--- src/rtl/ldst_burst_fsm_if.sv ---
// Bus between the load/store burst sequencer and the datapath it steers.
// The master side is the sequencer; the slave side is the datapath.
interface ldst_burst_fsm_if #(
  parameter int unsigned BLW = 3
);
  logic           LDSRstr;
  logic [3:0]     opCode;
  logic [BLW-1:0] burstLen;
  logic           MFC;
  logic           DIRiEn;
  logic           DIRjEn;
  logic           RrEn;
  logic           RwEn;
  logic           MARload;
  logic           MARinc;
  logic           regInc;
  logic           MDRwriteEn;
  logic           MDRreadEn;
  logic           MDRrOutEn;
  logic           MEMEn;
  logic           MEMR_W;
  logic           IF;
  logic           busy;
  logic           err;
  logic [BLW-1:0] wordCnt;

  modport master (
    input  LDSRstr, opCode, burstLen, MFC,
    output DIRiEn, DIRjEn, RrEn, RwEn, MARload, MARinc, regInc,
           MDRwriteEn, MDRreadEn, MDRrOutEn, MEMEn, MEMR_W, IF, busy, err, wordCnt
  );

  modport slave (
    output LDSRstr, opCode, burstLen, MFC,
    input  DIRiEn, DIRjEn, RrEn, RwEn, MARload, MARinc, regInc,
           MDRwriteEn, MDRreadEn, MDRrOutEn, MEMEn, MEMR_W, IF, busy, err, wordCnt
  );
endinterface

--- src/rtl/ldst_burst_fsm.sv ---
// Moore sequencer for LOAD/STORE bursts of 1..MAX_BURST words with an MFC timeout.
// Outputs are registered from the decode of the next state, so they track the state register.
module ldst_burst_fsm #(
  parameter int unsigned MAX_BURST = 4,
  parameter int unsigned TIMEOUT   = 16,
  parameter int unsigned BLW       = 3
) (
  input  logic             clk,
  input  logic             reset,
  ldst_burst_fsm_if.master bus
);
  localparam int unsigned TW       = $clog2(TIMEOUT + 1);
  localparam int unsigned OW       = 15;
  localparam logic [3:0]  OP_LOAD  = 4'b1011;
  localparam logic [3:0]  OP_STORE = 4'b1100;

  localparam int unsigned B_DIRI = 14, B_DIRJ = 13, B_RR = 12, B_RW = 11, B_MARLD = 10;
  localparam int unsigned B_MARINC = 9, B_REGINC = 8, B_MDRWR = 7, B_MDRRD = 6, B_MDROUT = 5;
  localparam int unsigned B_MEMEN = 4, B_MEMRW = 3, B_IF = 2, B_BUSY = 1, B_ERR = 0;

  typedef enum logic [3:0] {
    IDLE, DECODE, ADDR, RDREG, MEM_WR, MEM_RD, LATCH, WB, NEXT, DONE, ERR
  } state_e;

  state_e         state_q, state_d;
  logic [3:0]     op_q, op_d;
  logic [BLW-1:0] len_q, len_d;
  logic [BLW-1:0] cnt_q, cnt_d;
  logic [TW-1:0]  tmo_q, tmo_d;
  logic [OW-1:0]  out_q;
  logic           last_c;
  logic           is_load_c;
  logic           tmo_hit_c;

  assign last_c    = (cnt_q == len_q - BLW'(1));
  assign is_load_c = (op_q == OP_LOAD);
  assign tmo_hit_c = (tmo_q == TW'(TIMEOUT - 1));

  function automatic logic [OW-1:0] decode(input state_e s);
    logic [OW-1:0] o;
    o = '0;
    o[B_BUSY] = (s != IDLE);
    case (s)
      ADDR:   begin o[B_DIRI] = 1'b1; o[B_RR] = 1'b1; o[B_MARLD] = 1'b1; end
      RDREG:  begin o[B_DIRJ] = 1'b1; o[B_RR] = 1'b1; o[B_MDRWR] = 1'b1; end
      MEM_WR: o[B_MEMEN] = 1'b1;
      MEM_RD: begin o[B_MEMEN] = 1'b1; o[B_MEMRW] = 1'b1; end
      LATCH:  o[B_MDRRD] = 1'b1;
      WB:     begin o[B_MDROUT] = 1'b1; o[B_DIRJ] = 1'b1; o[B_RW] = 1'b1; end
      NEXT:   begin o[B_MARINC] = 1'b1; o[B_REGINC] = 1'b1; end
      DONE:   o[B_IF] = 1'b1;
      ERR:    begin o[B_IF] = 1'b1; o[B_ERR] = 1'b1; end
      default: o = o;
    endcase
    return o;
  endfunction

  // Next-state logic; the timeout counter is zero unless it is counting inside a wait state.
  always_comb begin
    state_d = state_q;
    op_d    = op_q;
    len_d   = len_q;
    cnt_d   = cnt_q;
    tmo_d   = '0;
    case (state_q)
      IDLE: if (bus.LDSRstr) begin
        op_d    = bus.opCode;
        len_d   = bus.burstLen;
        state_d = DECODE;
      end
      DECODE: begin
        cnt_d = '0;
        if (len_q == '0)                   len_d = BLW'(1);
        else if (len_q > BLW'(MAX_BURST))  len_d = BLW'(MAX_BURST);
        state_d = (op_q == OP_LOAD || op_q == OP_STORE) ? ADDR : ERR;
      end
      ADDR:   state_d = is_load_c ? MEM_RD : RDREG;
      RDREG:  state_d = MEM_WR;
      MEM_WR, MEM_RD: begin
        if (bus.MFC) begin
          if (state_q == MEM_RD) state_d = LATCH;
          else                   state_d = last_c ? DONE : NEXT;
        end else if (tmo_hit_c) begin
          state_d = ERR;
        end else begin
          tmo_d = tmo_q + TW'(1);
        end
      end
      LATCH:  state_d = WB;
      WB:     state_d = last_c ? DONE : NEXT;
      NEXT: begin
        cnt_d   = cnt_q + BLW'(1);
        state_d = is_load_c ? MEM_RD : RDREG;
      end
      DONE, ERR: state_d = IDLE;
      default:   state_d = IDLE;
    endcase
  end

  always_ff @(posedge clk) begin
    if (reset) begin
      state_q <= IDLE;
      op_q    <= '0;
      len_q   <= '0;
      cnt_q   <= '0;
      tmo_q   <= '0;
      out_q   <= '0;
    end else begin
      state_q <= state_d;
      op_q    <= op_d;
      len_q   <= len_d;
      cnt_q   <= cnt_d;
      tmo_q   <= tmo_d;
      out_q   <= decode(state_d);
    end
  end

  assign bus.DIRiEn     = out_q[B_DIRI];
  assign bus.DIRjEn     = out_q[B_DIRJ];
  assign bus.RrEn       = out_q[B_RR];
  assign bus.RwEn       = out_q[B_RW];
  assign bus.MARload    = out_q[B_MARLD];
  assign bus.MARinc     = out_q[B_MARINC];
  assign bus.regInc     = out_q[B_REGINC];
  assign bus.MDRwriteEn = out_q[B_MDRWR];
  assign bus.MDRreadEn  = out_q[B_MDRRD];
  assign bus.MDRrOutEn  = out_q[B_MDROUT];
  assign bus.MEMEn      = out_q[B_MEMEN];
  assign bus.MEMR_W     = out_q[B_MEMRW];
  assign bus.IF         = out_q[B_IF];
  assign bus.busy       = out_q[B_BUSY];
  assign bus.err        = out_q[B_ERR];
  assign bus.wordCnt    = cnt_q;
endmodule

--- src/flat_wrapper.sv ---
// flat-port wrapper written by rule: the top's interface ports become plain ports
module ldst_burst_fsm_flat 
#(
  parameter int unsigned MAX_BURST = 4,
  parameter int unsigned TIMEOUT   = 16,
  parameter int unsigned BLW       = 3
)
  (clk, reset, bus_LDSRstr, bus_opCode, bus_burstLen, bus_MFC, bus_DIRiEn, bus_DIRjEn, bus_RrEn, bus_RwEn, bus_MARload, bus_MARinc, bus_regInc, bus_MDRwriteEn, bus_MDRreadEn, bus_MDRrOutEn, bus_MEMEn, bus_MEMR_W, bus_IF, bus_busy, bus_err, bus_wordCnt);
  ldst_burst_fsm_if #(.BLW(BLW)) bus_i ();
  input  logic clk;
  input  logic reset;
  input wire logic [$bits(bus_i.LDSRstr)-1:0] bus_LDSRstr;
  input wire logic [$bits(bus_i.opCode)-1:0] bus_opCode;
  input wire logic [$bits(bus_i.burstLen)-1:0] bus_burstLen;
  input wire logic [$bits(bus_i.MFC)-1:0] bus_MFC;
  output wire logic [$bits(bus_i.DIRiEn)-1:0] bus_DIRiEn;
  output wire logic [$bits(bus_i.DIRjEn)-1:0] bus_DIRjEn;
  output wire logic [$bits(bus_i.RrEn)-1:0] bus_RrEn;
  output wire logic [$bits(bus_i.RwEn)-1:0] bus_RwEn;
  output wire logic [$bits(bus_i.MARload)-1:0] bus_MARload;
  output wire logic [$bits(bus_i.MARinc)-1:0] bus_MARinc;
  output wire logic [$bits(bus_i.regInc)-1:0] bus_regInc;
  output wire logic [$bits(bus_i.MDRwriteEn)-1:0] bus_MDRwriteEn;
  output wire logic [$bits(bus_i.MDRreadEn)-1:0] bus_MDRreadEn;
  output wire logic [$bits(bus_i.MDRrOutEn)-1:0] bus_MDRrOutEn;
  output wire logic [$bits(bus_i.MEMEn)-1:0] bus_MEMEn;
  output wire logic [$bits(bus_i.MEMR_W)-1:0] bus_MEMR_W;
  output wire logic [$bits(bus_i.IF)-1:0] bus_IF;
  output wire logic [$bits(bus_i.busy)-1:0] bus_busy;
  output wire logic [$bits(bus_i.err)-1:0] bus_err;
  output wire logic [$bits(bus_i.wordCnt)-1:0] bus_wordCnt;
  assign bus_i.LDSRstr = bus_LDSRstr;
  assign bus_i.opCode = bus_opCode;
  assign bus_i.burstLen = bus_burstLen;
  assign bus_i.MFC = bus_MFC;
  assign bus_DIRiEn = bus_i.DIRiEn;
  assign bus_DIRjEn = bus_i.DIRjEn;
  assign bus_RrEn = bus_i.RrEn;
  assign bus_RwEn = bus_i.RwEn;
  assign bus_MARload = bus_i.MARload;
  assign bus_MARinc = bus_i.MARinc;
  assign bus_regInc = bus_i.regInc;
  assign bus_MDRwriteEn = bus_i.MDRwriteEn;
  assign bus_MDRreadEn = bus_i.MDRreadEn;
  assign bus_MDRrOutEn = bus_i.MDRrOutEn;
  assign bus_MEMEn = bus_i.MEMEn;
  assign bus_MEMR_W = bus_i.MEMR_W;
  assign bus_IF = bus_i.IF;
  assign bus_busy = bus_i.busy;
  assign bus_err = bus_i.err;
  assign bus_wordCnt = bus_i.wordCnt;
  ldst_burst_fsm #(.MAX_BURST(MAX_BURST), .TIMEOUT(TIMEOUT), .BLW(BLW)) u_core (.clk(clk), .reset(reset), .bus(bus_i));
endmodule
--- config.mk ---
export PLATFORM = sky130hd
export DESIGN_NAME = ldst_burst_fsm_flat
export DESIGN_NICKNAME = d
export VERILOG_FILES = /design/src/rtl/ldst_burst_fsm_if.sv /design/src/rtl/ldst_burst_fsm.sv /design/src/flat_wrapper.sv
export SDC_FILE = /design/constraint.sdc
export NUM_CORES = 1
export LEC_CHECK = 0
export CORE_UTILIZATION = 30
export DETAILED_ROUTE_END_ITERATION = 16
export GPL_TIMING_DRIVEN = 0
export PLACE_DENSITY = 0.49
export SYNTH_ARGS = -nofsm -noshare
export SYNTH_HDL_FRONTEND = slang
export SYNTH_SLANG_ARGS = --single-unit
export TNS_END_PERCENT = 20
--- constraint.sdc ---
create_clock -name clk -period 2.8 [get_ports clk]
set_clock_uncertainty 0.2 [all_clocks]
set_input_delay 0.84 -clock clk [delete_from_list [all_inputs] [get_ports clk]]
set_output_delay 0.84 -clock clk [all_outputs]
set_load 0.05 [all_outputs]
==> reports/qor.txt, run 1 <==
Status = complete, no violations
Cts repair resizes = 0
# setup viols final = 0
Die Span Y = 71.74 µm
Worst min-delay path endpoint = u_core.tmo_q[0]$_SDFF_PP0_
Post-Route Utilization = 0.4003
Peak fanout along the critical path = 4
Count leader, synth = dfxtp_1
Syn_nets = 173
Die X = 71.74 µm
Hold path depth = 1
Antenna violations before repair = 0
FF-to-FF setup slack = 0.27 ns
Ys async rst share = 0
Vias in the first global route = 1119
Final Max Tran Viols = 0
Clock latency on the worst-skew pair = 0.28 ns
RD Place Congestion = 0.8029
Layout cells sized above 1 = 0.1309
Worst IR Drop VDD = 176.9 µV
Non-filler instance count after layout = 245
I/O pin count = 29
Initial drt markers = 43
CTS root buf = clkbuf_8
Yosys warns = 0
Postcts setup bufs = 0
Die area = 0.005146 mm²
CP max stage cell = clkdlybuf4s50_1
FF-to-FF Start = u_core.tmo_q[0]$_SDFF_PP0_
CTS Buf Count = 5
Worst-path cell chain = clkdlybuf4s50_1
Worst-Margin Slew = 0.5491 ns
Unrepaired setup endpoints after global routing = no
Crit path buf inv count = 1
# rows = 25
Synth unique cells = 44
Type of origin of the critical path = flop
Hold_buf cts = 0
Top cells by area, synth = dfxtp_1 (43%), nor2_1 (7.7%), ha_1 (5.1%), mux2i_1 (4.8%), xnor2_1 (3.0%)
EDFF count, synth = 0
Max clock buf depth = 2
Fillers = 498
Area of the multi-input gates = 738.2 µm²
Flops & latches, synth = 31
Setup CP Type = reg -> out
Area leader, netlist = dfxtp_1
Max-Cap Viols = 0
Post-Synthesis Cells = 156
Synth top area share = 0.4254
Congestion Overflow GR = 0
CORE AREA = 0.004692 mm²
Wire per inst = 12.31 µm
Syn Area/Cell = 9.352 µm²
Largest net degree at the start of global routing = 11
Sequential element share of the synthesized area = 0.4254
CTS tree = yes
Worst EP required = 1.76 ns
# port buffers = 27
Avg Vias per Cell = 4.759
R2r endpoint = u_core.out_q[3]$_SDFF_PP0_
Starting density of the core = 0.3109
First-pass GRT wire length = 5.078 mm
DP Wirelength = 2.268 mm
H-tree depth = 2
Area growth syn-to-layout = 28.73%
Post-synth top flop = dfxtp_1
Pleak = 0.0007434 µW
Top delay family on crit path = buffers and inverters
Finished Cell Area = 0.001878 mm²
Overall Global Routing Usage = 0.1320
Dpl cell area = 0.001797 mm²
Slew HR = 0.6333
Worst reg2reg path depth = 8
Setup crit end kind = primary output
Hold Startpoint = u_core.tmo_q[0]$_SDFF_PP0_
DRC Markers = 0
Clk slew on worst S/H paths = 0.06 ns
Final hold violation count = 0
Crit share post-route = 0.9212
Max Freq = 0.3877 GHz
# placed instances = 237
Clock sink count = 31
Drt first pass iters = 4
Post-route ant nets = 0
Period minus WS final = 2.579 ns
Synth cell count leaders = dfxtp_1 (31), nor2_1 (30), inv_1 (11)
Critical Path AT = 1.54 ns
Layout Nets = 207
FF+latch area = 620.6 µm²
Min-delay worst type = reg -> reg
Antenna cell count = 0
WL final = 3.017 mm
Vias = 1166
Max incr delay on CP = 0.84 ns
Syn Std Cell Area = 0.001459 mm²
Power Dens Cells = 694.2 mW/mm²
Power Total = 1304 µW
==> placed cells by master (no fill, tap or decap), types with 6 or more instances in the layout <==
| master | netlist | final |
|---|---|---|
| clkdlybuf4s50_1 | 0 | 27 |
| dfxtp_1 | 31 | 31 |
| ha_1 | 6 | 6 |
| inv_1 | 11 | 11 |
| mux2i_1 | 7 | 7 |
| nor2_1 | 30 | 30 |
| nor3_1 | 7 | 7 |
==> flip-flops by register name, summed over array words and instances, names as in the netlist <==
| register | flops |
|---|---|
| u_core.bus.wordCnt | 3 |
| u_core.len_q | 3 |
| u_core.op_q | 4 |
| u_core.tmo_q | 5 |
| u_core.out_q | 12 |
| u_core.state_q | 4 |
==> kinds of logic (layout without fill, tap and decap cells) <==
| family | Yosys count | in the layout | synth area share |
|---|---|---|---|
| DFF | 31 | 31 | 0.4254 |
| and+or+nand+nor | 66 | 66 | 0.2479 |
| adders and majority gates | 6 | 6 | 0.05146 |
| xor gates and xnor gates | 7 | 7 | 0.04202 |
| buffers and inverters | 21 | 56 | 0.06861 |
| muxes | 8 | 8 | 0.05575 |
| AOI/OAI and AO/OA | 17 | 17 | 0.1089 |
==> through the flow <==
stage          setup TNS [ns]  hold slack [ns]  worst slack (ns)
6_report                    0           0.2571            0.2207
5_1_grt                     0           0.2727           0.07253
4_1_cts                     0           0.2593            0.2098
3_5_place_dp          -0.2097           0.2448          -0.05870
3_3_place_gp          -0.2224           0.2306          -0.06016
2_1_floorplan               0           0.2179            0.4453
==> power by group <==
group	switching, µW	total, µW	internal [µW]
sequential	24.6	511	487
clock	155	329	174
combinational	278	463	185
total	458	1300	845
==> how the worst max path moves through the flow <==
stage | endpoint | slack [ns] | startpoint | cells after the start
2_1_floorplan | u_core.out_q[3]$_SDFF_PP0_ | 0.45 | u_core.tmo_q[0]$_SDFF_PP0_ | 8
3_3_place_gp | u_core.out_q[1]$_SDFF_PP0_ | -0.06 | bus_MFC | 6
3_5_place_dp | u_core.out_q[11]$_SDFF_PP0_ | -0.06 | bus_MFC | 6
4_1_cts | bus_wordCnt[0] | 0.21 | u_core.bus.wordCnt[0]$_SDFFE_PP0P_ | 1
5_1_grt | u_core.out_q[2]$_SDFF_PP0_ | 0.07 | bus_MFC | 6
6_report | bus_wordCnt[0] | 0.22 | u_core.bus.wordCnt[0]$_SDFFE_PP0P_ | 1
==> final cells by class <==
type                            instances  share of cell area
Clock inverter                          1            0.002665
Inverter                               12             0.02398
Timing Repair Buffer                   27              0.1439
Sequential cell                        31              0.3304
Multi-Input combinational cell        104              0.3931
Buffer                                  9             0.02931
Clock buffer                            7             0.04064
Tap cell                               54             0.03598
==> layer usage <==
| metal | track usage | wire length, µm | vias to the layer above |
|---|---|---|---|
| met5 | 0 | 0 | - |
| met1 | 0.1473 | 1417 | 532 |
| met2 | 0.2243 | 1424 | 27 |
| li1 | - | - | 602 |
| met4 | 0.05882 | 52 | 0 |
| met3 | 0.04923 | 122 | 5 |
(Power assumes the default switching activity.)
==> run 2, diff against run 1 <==
--- a/config.mk
+++ b/config.mk
@@ -5,6 +5,7 @@
 export SDC_FILE = /design/constraint.sdc
 export NUM_CORES = 1
 export LEC_CHECK = 0
+export CORE_ASPECT_RATIO = 0.9
 export CORE_UTILIZATION = 30
 export DETAILED_ROUTE_END_ITERATION = 16
 export GPL_TIMING_DRIVEN = 0
==> run 2 against run 1 <==
Cell count grew 3.3%. Sequential share of layout area decreased by 0.50 points. Wire length shrank 2.9%. Non-clock buffer count unchanged. Clock power grew 13%. Die area barely moved. Critical path depth grew 5. Via count fell by 1.5%. Worst hold slack got worse by 0.0053 ns.
==> reports/qor.txt, run 2 (same netlist as run 1, synthesis figures left out) <==
Worst setup path startpoint = bus_MFC
Clock latency on the worst-skew pair = 0.27 ns
Largest net degree at the start of global routing = 11
CTS root buf = clkbuf_8
Crit share post-route = 0.9279
Unrepaired setup endpoints after global routing = no
# rows = 23
DP Wirelength = 2.294 mm
Post-route ant nets = 0
First-pass GRT wire length = 4.767 mm
Max Freq = 0.3849 GHz
Power Dens Cells = 707.0 mW/mm²
# setup viols final = 0
Starting density of the core = 0.3209
Worst reg2reg path depth = 8
I/O pin count = 29
Antenna violations before repair = 0
Die Span Y = 68.16 µm
Power Total = 1348 µW
DRC Markers = 0
Clk slew on worst S/H paths = 0.06 ns
Period minus WS final = 2.598 ns
Max clock buf depth = 2
Most frequent cells in the layout = dfxtp_1 (31), nor2_1 (30), clkdlybuf4s50_1 (27)
Hold_buf cts = 0
Regs by FF count = u_core.out_q x12, u_core.tmo_q x5
Type of origin of the critical path = primary input
Antenna cell count = 0
FF-to-FF Start = u_core.tmo_q[0]$_SDFF_PP0_
Postcts setup bufs = 0
CORE AREA = 0.004547 mm²
Worst EP required = 2.73 ns
CTS Buf Count = 5
Vias = 1149
Worst Hold Slack = 0.2518 ns
WL final = 2.929 mm
Clock sink count = 31
Min-delay worst type = reg -> reg
Die X = 75.51 µm
H-tree depth = 2
Worst IR Drop VDD = 277.6 µV
CTS tree = yes
Top reg by flops = u_core.out_q
Cts repair resizes = 0
Drt first pass iters = 4
Critical Path AT = 2.53 ns
Slew HR = 0.6391
Initial drt markers = 31
CP Capture Point = u_core.out_q[1]$_SDFF_PP0_
Final hold violation count = 0
Avg Vias per Cell = 4.542
Status = complete, no violations
Area growth syn-to-layout = 30.70%
FF-to-FF setup slack = 0.29 ns
# port buffers = 27
Setup crit end kind = flop
Commonest non-fill, non-tap cell in the layout = dfxtp_1
Layout cells sized above 1 = 0.1361
Max-Cap Viols = 0
Congestion Overflow GR = 0
R2r endpoint = u_core.out_q[11]$_SDFF_PP0_
Worst-Margin Slew = 0.5346 ns
Layout Nets = 207
Final Max Tran Viols = 0
Vias in the first global route = 1089
Overall Global Routing Usage = 0.1292
Largest register FFs = 12
Setup CP Type = in -> reg
Peak fanout along the critical path = 5
Wire per inst = 11.58 µm
Die area = 0.005146 mm²
Pleak = 0.0007527 µW
RD Place Congestion = 0.8189
run 2: cell count changes in the layout (fill, tap and decap cells not counted), sizes merged:
| cell | before | now |
|---|---|---|
| clkbuf | 9 | 10 |
| clkinv | 1 | 0 |
run 2: worst min path at each step:
stage / startpoint / to / cells after the start
6_report: u_core.tmo_q[0]$_SDFF_PP0_ / u_core.tmo_q[0]$_SDFF_PP0_ / 1
3_3_place_gp: u_core.tmo_q[0]$_SDFF_PP0_ / u_core.tmo_q[0]$_SDFF_PP0_ / 1
2_1_floorplan: u_core.tmo_q[0]$_SDFF_PP0_ / u_core.tmo_q[0]$_SDFF_PP0_ / 1
5_1_grt: u_core.tmo_q[0]$_SDFF_PP0_ / u_core.tmo_q[0]$_SDFF_PP0_ / 1
4_1_cts: u_core.tmo_q[0]$_SDFF_PP0_ / u_core.tmo_q[0]$_SDFF_PP0_ / 1
3_5_place_dp: u_core.tmo_q[0]$_SDFF_PP0_ / u_core.tmo_q[0]$_SDFF_PP0_ / 1
run 2: final cells by class:
cell class	instances	area (µm²)
Multi-Input combinational cell	104	738.2
Clock buffer	8	100.1
Fill cell	483	2640
Timing Repair Buffer	27	270.3
Sequential cell	31	620.6
Tap cell	62	77.57
Buffer	9	55.05
Inverter	12	45.04
run 2: per-stage QoR:
| step | util | cells | cell area [µm²] | TNS [ns] | worst slack, ns |
|---|---|---|---|---|---|
| final | 0.4194 | 253 | 1907 | 0 | 0.2019 |
| after global routing | 0.4194 | 253 | 1907 | 0 | 0.07092 |
| after CTS | 0.4194 | 253 | 1907 | 0 | 0.2303 |
| after detailed placement | 0.3974 | 245 | 1807 | -0.2549 | -0.05433 |
| after global placement | 0.3974 | 245 | 1807 | -0.2378 | -0.06912 |
| after floorplan | - | 156 | 1459 | 0 | 0.4453 |
run 2: power breakdown:
| part | switching (µW) | leakage, µW | internal (µW) | total (µW) |
|---|---|---|---|---|
| combinational | 278 | 0.000449 | 185 | 463 |
| clock | 148 | 0.0000515 | 224 | 372 |
| sequential | 26.3 | 0.000252 | 487 | 513 |
| total | 453 | 0.000753 | 895 | 1350 |
run 2: critical path, cell delays in order:
cell and delay [ns]:
clkdlybuf4s50_1 0.55, nand2b_1 0.15, mux2i_1 0.31, nor2_1 0.10, nor2_1 0.39, a41oi_1 0.18
run 2: per-layer routing:
| layer | global-route usage | part of all wire | vias to the layer above |
|---|---|---|---|
| li1 | - | - | 594 |
| met1 | 0.1559 | 0.50 | 532 |
| met2 | 0.2121 | 0.46 | 21 |
| met3 | 0.04860 | 0.040 | 2 |
| met4 | 0.04167 | 0.0034 | 0 |
| met5 | 0 | 0 | - |
==> run 3, diff against run 2 <==
--- a/config.mk
+++ b/config.mk
@@ -5,11 +5,11 @@
 export SDC_FILE = /design/constraint.sdc
 export NUM_CORES = 1
 export LEC_CHECK = 0
-export CORE_ASPECT_RATIO = 0.9
+export CAP_MARGIN = 30
 export CORE_UTILIZATION = 30
 export DETAILED_ROUTE_END_ITERATION = 16
 export GPL_TIMING_DRIVEN = 0
-export PLACE_DENSITY = 0.49
+export PLACE_DENSITY = 0.56
 export SYNTH_ARGS = -nofsm -noshare
 export SYNTH_HDL_FRONTEND = slang
 export SYNTH_SLANG_ARGS = --single-unit
==> run 3 against run 2 <==
Die area about the same. Fmax up 0.61%. Non-clock buffer count unchanged. Wire length shrank 4.4%. Global-route usage is 0.78 points lower. Sequential share of layout area shrank 0.13 points. Register-to-register slack about the same. Worst setup slack improved by 0.016 ns. Combinational power down 2%. Via count is 0.61% lower. Critical path depth unchanged. Largest power group unchanged.
==> reports/qor.txt, run 3 (same netlist as run 1, synthesis figures left out) <==
Worst setup path startpoint = bus_MFC
Die area = 0.005146 mm²
Worst EP required = 2.82 ns
H-tree depth = 2
Min-delay worst type = reg -> reg
Congestion Overflow GR = 0
# setup viols final = 0
Worst-Margin Slew = 0.5205 ns
CTS root buf = clkbuf_8
Setup CP Type = in -> reg
Power Dens Cells = 738.1 mW/mm²
WL final = 2.801 mm
Drt first pass iters = 4
Postcts setup bufs = 0
Setup crit end kind = flop
Max clock buf depth = 2
Clock latency on the worst-skew pair = 0.28 ns
Cts repair resizes = 0
Largest register FFs = 12
Slew HR = 0.6486
First-pass GRT wire length = 4.802 mm
Overall Global Routing Usage = 0.1214
DP Wirelength = 2.052 mm
Vias in the first global route = 1092
Die Span Y = 71.74 µm
Fillers = 474
Final Max Tran Viols = 0
Largest net degree at the start of global routing = 11
R2r endpoint = u_core.out_q[11]$_SDFF_PP0_
Max Freq = 0.3873 GHz
Hold_buf cts = 0
Commonest non-fill, non-tap cell in the layout = dfxtp_1
CP Capture Point = u_core.out_q[11]$_SDFF_PP0_
Finished Cell Area = 0.001914 mm²
Status = complete, no violations
DRC Markers = 0
Post-Route Utilization = 0.4080
Layout cells sized above 1 = 0.1414
Area growth syn-to-layout = 31.22%
Avg Vias per Cell = 4.661
Starting density of the core = 0.3109
Non-filler instance count after layout = 245
Most frequent cells in the layout = dfxtp_1 (31), nor2_1 (30), clkdlybuf4s50_1 (27)
Worst IR Drop VDD = 288.1 µV
I/O pin count = 29
Regs by FF count = u_core.out_q x12, u_core.tmo_q x5
Pleak = 0.0007624 µW
RD Place Congestion = 0.8570
Worst reg2reg path depth = 8
Vias = 1142
Peak fanout along the critical path = 7
Hold Startpoint = u_core.tmo_q[0]$_SDFF_PP0_
Top reg by flops = u_core.out_q
FF-to-FF setup slack = 0.29 ns
Wire per inst = 11.43 µm
Unrepaired setup endpoints after global routing = no
Type of origin of the critical path = primary input
Max-Cap Viols = 0
Clock sink count = 31
# rows = 25
FF-to-FF Start = u_core.tmo_q[0]$_SDFF_PP0_
Final hold violation count = 0
Clk slew on worst S/H paths = 0.06 ns
# placed instances = 237
Die X = 71.74 µm
Dpl cell area = 0.001797 mm²
Initial drt markers = 58
Post-route ant nets = 0
Antenna violations before repair = 0
CTS Buf Count = 5
Antenna cell count = 0
CTS tree = yes
CORE AREA = 0.004692 mm²
Layout Nets = 207
Period minus WS final = 2.582 ns
# port buffers = 27
Critical Path AT = 2.61 ns
Crit share post-route = 0.9222
-- run 3: cell types whose count changed in the layout (fill, tap and decap cells not counted), sizes merged --
cell / previous run / this run
clkbuf: 10 / 8
bufinv: 0 / 1
clkinv: 0 / 1
-- run 3: worst max-delay path: stages --
cell	delay [ns]
clkdlybuf4s50_1	0.50
or4b_4	0.53
a21oi_2	0.18
a211oi_2	0.11
or3_1	0.35
nor2_1	0.09
-- run 3: where the power goes --
group / internal, µW / switching, µW / total [µW]
Combinational: 184 / 270 / 454
Sequential: 486 / 24.6 / 511
Clock: 288 / 161 / 448
-- run 3: area by class of cell --
class | instances | area (µm²) | share of cell area
clock inverters | 2 | 35.03 | 0.01830
repair buffers | 27 | 270.3 | 0.1412
well taps | 54 | 67.56 | 0.03529
flip-flops and latches | 31 | 620.6 | 0.3242
multi-input cells | 104 | 738.2 | 0.3856
plain buffers | 9 | 55.05 | 0.02876
clock buffers | 6 | 82.58 | 0.04314
inverters | 12 | 45.04 | 0.02353
-- run 3: how the worst min path moves through the flow --
stage                                      end  slack, ns  cells after the start
finish              u_core.tmo_q[0]$_SDFF_PP0_       0.25                      1
global route        u_core.tmo_q[0]$_SDFF_PP0_       0.27                      1
CTS                 u_core.tmo_q[0]$_SDFF_PP0_       0.25                      1
detailed placement  u_core.tmo_q[0]$_SDFF_PP0_       0.24                      1
global placement    u_core.tmo_q[0]$_SDFF_PP0_       0.23                      1
floorplan           u_core.tmo_q[0]$_SDFF_PP0_       0.22                      1
-- run 3: layer usage --
metal,GRT usage,part of all wire,up-vias
met4,0.05882,0.023,0
met3,0.03938,0.056,8
met1,0.1473,0.50,508
met5,0,0,-
li1,-,-,595
met2,0.1939,0.42,31
-- run 3: through the flow --
step	hold WS [ns]	total power (µW)	worst slack, ns	TNS [ns]
floorplan	0.2179	864.5	0.4453	0
global placement	0.2348	977.8	-0.06040	-0.1962
detailed placement	0.2426	975.8	-0.06045	-0.1383
CTS	0.2520	1430	0.2180	0
global route	0.2656	1493	0.08257	0
finish	0.2466	1413	0.2178	0
